===== config.mk =====
export PLATFORM = sky130hd
export DESIGN_NAME = fwd_hazard_unit
export DESIGN_NICKNAME = d
export VERILOG_FILES = /design/src/rtl/fwd_hazard_unit.sv
export SDC_FILE = /design/constraint.sdc
export NUM_CORES = 1
export LEC_CHECK = 0
export ABC_AREA = 1
export ABC_CLOCK_PERIOD_IN_PS = 2600
export CAP_MARGIN = 10
export CORE_MARGIN = 2
export CORE_UTILIZATION = 48
export DETAILED_ROUTE_END_ITERATION = 10
export GPL_TIMING_DRIVEN = 0
export PLACE_DENSITY = 0.79
export REMOVE_ABC_BUFFERS = 1
export SYNTH_ARGS = -nofsm -noshare
export SYNTH_HDL_FRONTEND = slang
export SYNTH_SLANG_ARGS = --single-unit

===== constraint.sdc =====
create_clock -name clk -period 2.6 [get_ports clk]
set_input_delay 0.26 -clock clk [delete_from_list [all_inputs] [get_ports clk]]
set_output_delay 0.26 -clock clk [all_outputs]
set_load 0.01 [all_outputs]

===== src/rtl/fwd_hazard_unit.sv =====
`default_nettype none
// ============================================================================
// Module   : fwd_hazard_unit
// Purpose  : Execute-stage forwarding select and load-use stall generator
//            built on an internal DEPTH-entry destination tag pipeline.
// Revision : 1.0 - initial release
// ============================================================================
module fwd_hazard_unit #(
    parameter int AW    = 3,
    parameter int NSRC  = 2,
    parameter int DEPTH = 2,
    parameter int SELW  = $clog2(DEPTH + 1),
    parameter int CNTW  = 16
) (
    input  logic                 clk,
    input  logic                 rst_n,
    input  logic                 issue_valid,
    input  logic [NSRC*AW-1:0]   src_addr,
    input  logic [NSRC-1:0]      src_used,
    input  logic [AW-1:0]        dst_addr,
    input  logic                 dst_wb,
    input  logic                 dst_is_load,
    input  logic                 flush,
    output logic [NSRC*SELW-1:0] fwd_sel,
    output logic                 stall,
    output logic [CNTW-1:0]      stall_cnt,
    output logic [DEPTH-1:0]     tag_wb
);

    // Index 0 of each tag array is stage 1 (youngest).
    logic [DEPTH-1:0]         r_wb;
    logic [DEPTH-1:0]         r_ld;
    logic [DEPTH-1:0][AW-1:0] r_addr;
    logic [CNTW-1:0]          r_cnt;
    logic [NSRC-1:0]          w_load_hit;
    logic                     w_stall;
    logic                     w_accept;

    genvar k;
    generate
        for (k = 0; k < NSRC; k++) begin : g_src
            logic [SELW-1:0] w_sel;

            // Scan oldest to youngest so the youngest match is the final write.
            always_comb begin
                w_sel = '0;
                for (int i = DEPTH - 1; i >= 0; i--) begin
                    if (src_used[k] && r_wb[i] && (r_addr[i] == src_addr[k*AW +: AW])) begin
                        w_sel = SELW'(i + 1);
                    end
                end
            end

            assign fwd_sel[k*SELW +: SELW] = w_sel;
            assign w_load_hit[k]            = (w_sel == SELW'(1)) && r_ld[0];
        end
    endgenerate

    assign w_stall  = issue_valid && !flush && (|w_load_hit);
    assign w_accept = issue_valid && !w_stall;

    always_ff @(posedge clk or negedge rst_n) begin
        if (!rst_n) begin
            r_wb   <= '0;
            r_ld   <= '0;
            r_addr <= '0;
        end else if (flush) begin
            r_wb <= '0;
            r_ld <= '0;
        end else begin
            for (int i = DEPTH - 1; i > 0; i--) begin
                r_wb[i]   <= r_wb[i-1];
                r_ld[i]   <= r_ld[i-1];
                r_addr[i] <= r_addr[i-1];
            end
            // A stalled or absent issue enters the pipeline as a bubble.
            r_wb[0]   <= w_accept && dst_wb;
            r_ld[0]   <= w_accept && dst_is_load;
            r_addr[0] <= w_accept ? dst_addr : '0;
        end
    end

    always_ff @(posedge clk or negedge rst_n) begin
        if (!rst_n) begin
            r_cnt <= '0;
        end else if (w_stall && !(&r_cnt)) begin
            r_cnt <= r_cnt + 1'b1;
        end
    end

    assign stall     = w_stall;
    assign stall_cnt = r_cnt;
    assign tag_wb    = r_wb;

endmodule
`default_nettype wire


==> impl_results.md <==
- Max-capacitance violation count: 0
- Post-Synth Simple-Gate Area: 35.9%
- Gate Count Post-Synth: 227
- R2R Path End: stall_cnt[1]
- Switch share: 25.4%
- Post-DP Area: 2100 sq um
- Async SR Flop Fraction: 100%
- Synth-to-layout area growth: 27.0%
- Die area: 4020 sq um
- RR Startpoint: stall_cnt[0]
- Site row count: 21
- WL/cell: 11.1 um
- Syn Area/Cell: 7.45 sq um
- Via density: 4.75
- CP required: 2340 ps
- Clk pwr share: 26.7%
- CP startpoint kind: primary input
- Initial core utilization: 50.3%
- Synth Area in Adders: 0.740%
- DRC: 0
- Status: completed
- Pwr/cell area: 312 nW/um^2
- I/O Pins: 40
- H-tree depth: 1
- Synth Register Bits: 25
- Hold buffer count at CTS: 0
- Vias: 1487
- Critical Path AT: 2090 ps
- Routed Antenna Nets: 0
- Final WL: 3.48 mm
- Fin Hold WS: 247 ps
- Tot Pwr: 0.671 mW
- Antenna diode count: 0
- Post-Place Cells: 308
- Int Power: 0.500 mW
- Met3 Usage GRT: 2.14%
- Die Ht: 63.4 um
- Synth Area in Compound Gates: 10.4%
- Worst IR Drop VDD: 0.000160 V
- Die width: 63.4 um
- Fin area: 2150 sq um
- R2R Setup Slk: 740 ps
- Slew Viols, Final: 0
- Clk slew on worst S/H paths: 140 ps
- GR Layer Usage met2: 33.6%
- Share of the synthesized area in the top cell type: 37.0%
- Worst R2R Path Depth: 7
- Total gr overflow: 0
- Setup_tns: 0 ps
- Total CTS buffers: 3
- Layout filler cell count: 333
- Share of cells above drive strength 1: 12.7%
- Post-synth EDFFs: 0
- Pin count of the biggest net entering global routing: 32
- Pleak: 0.949 nW
- Initial detailed-routing violation count: 62
- Kind of critical path: in -> out
- Non-filler cells in the finished layout: 313
- Sequential share of the synthesized area: 37.0%
- CTS tree: built
- RSZ-0062 raised after global routing: no
- GRT Util Overall: 18.2%
- Top_reg_cell synth: dfrtp_1
- Dominant cells by area after synthesis: dfrtp_1, nand2_1, o21ai_2, inv_1, nor2_1
- Worst-path fanout max: 12
- Gpl congestion: 0.868
- Combinational family with the most area after synthesis: simple AND/OR/NAND/NOR gates
- Final clock skew: 6.98 ps
- Clk root buf: clkbuf_4
- Worst slew pin tran: 491 ps
- Comb power frac: 12.2%
- Switching power total: 0.171 mW
- Sink Count: 25
- Nets: 286
- IO Port Bufs: 39
- Synth top cells by count: nand2_1, inv_1, dfrtp_1, nor2_1, o21ai_2
- Final HPWL DP: 2.58 mm
- First-pass GRT wire length: 5.93 mm
- Buffers from clock root to sink, at most: 2
- Synth warn: 0
- Cell taking the most area after synthesis: dfrtp_1
- Fin. Hold Viols: 0
- Seq pwr share: 61.1%
- Final worst path period need: 2350 ps
- Drt first pass iters: 4
- Vias in the first global route: 1374
- Endpoints failing setup: 0
- Grt met1 use: 21.9%
- Most used routing layer in global routing: met2
- Maximum clock rate: 425 MHz
- Final Cycle Share: 90.5%
- Worst-Skew Late Latency: 320 ps
- XOR/XNOR Fraction of Synth Area: 5.70%
- Core ar.: 3360 sq um
- Synth Cell Area: 1690 sq um
- Worst rel slew slack: 67.2%
- Setup crit end kind: primary output
- Hold Path Class: in -> async
- Count leader, synth: nand2_1
- Mux contribution to synthesized area: 0%
- Initial antenna violation count: 0
- Launch point of the worst path: flush
- Yosys cell types: 28
through the flow:
step | util, % | setup slack (ps)
after floorplan | - | 919
final | 63.9 | 248
after global placement | 62.4 | 22.3
after detailed placement | 62.4 | 62.3
after CTS | 63.3 | 50.4
after global routing | 63.9 | 116
per-layer routing:
layer	wire length, um	up-vias
li1	-	778
met1	1550	671
met2	1760	36
met3	152	2
met4	23	0
met5	0	-
worst max-delay path, stage by stage:
cell and delay (ps):
clkdlybuf4s50_1 620, nor3b_2 390, nand2_1 160, inv_1 120
clkdlybuf4s50_1 540
layout by cell type, fill, tap and decap left out, drive strengths merged:
| cell | count |
|---|---|
| o21ai | 20 |
| nand4 | 6 |
| buf | 1 |
| a21oi | 1 |
| xnor2 | 7 |
| a21boi | 1 |
| clkdlybuf4s50 | 39 |
| o211ai | 1 |
| clkbuf | 3 |
| clkinvlp | 1 |
| dfrtp | 25 |
| nor4 | 2 |
| inv | 35 |
| nand2 | 80 |
| nor3 | 1 |
| ha | 1 |
| nor3b | 1 |
| xor2 | 4 |
| nor2 | 27 |
| nand3b | 1 |
| nand3 | 10 |
registers in the layout, indices dropped and copies added, names as in the netlist:
name and count:
r_addr 6, stall_cnt 16, tag_wb 2, r_ld 1
repair_timing:
| item | CTS | global route |
|---|---|---|
| setup buffers | 0 | 0 |
| gates resized for setup | 0 | 1 |
| endpoints found under the setup margin | 0 | 1 |
cell type report:
class                   count  area, sq um  share of cell area (%)
inverters                  35          131                    6.12
flip-flops and latches     25          626                    29.1
repair buffers             40          405                    18.9
clock inverters             1         7.51                   0.349
well taps                  46         57.6                    2.68
clock buffers               3         22.5                    1.05
multi-input cells         163          898                    41.8
how the worst max path moves through the flow:
| stage | end | slack [ps] | cells past startpoint |
|---|---|---|---|
| finish | stall | 250 | 5 |
| global placement | stall | 20 | 5 |
| global route | stall | 120 | 5 |
| floorplan | stall_cnt[10] | 920 | 7 |
| detailed placement | stall | 60 | 5 |
| CTS | stall | 50 | 5 |
power by group through the flow:
stage | clock network (mW) | registers, mW | logic [mW]
6_report | 0.179 | 0.410 | 0.0817
3_5_place_dp | 0 | 0.418 | 0.0797
4_1_cts | 0.186 | 0.410 | 0.0801
2_1_floorplan | 0 | 0.416 | 0.0326
5_1_grt | 0.200 | 0.412 | 0.0933
3_3_place_gp | 0 | 0.417 | 0.0785
logic make-up (layout without fill, tap and decap cells):
logic type | Yosys count | after routing
buffers and inverters | 39 | 79
AND/OR/NAND/NOR | 128 | 128
AO/OA/AOI/OAI | 23 | 23
flip-flops | 25 | 25
adder cells (fa/ha/maj) | 1 | 1
XOR/XNOR | 11 | 11
Note: power is estimated with default switching activity, not from simulation.
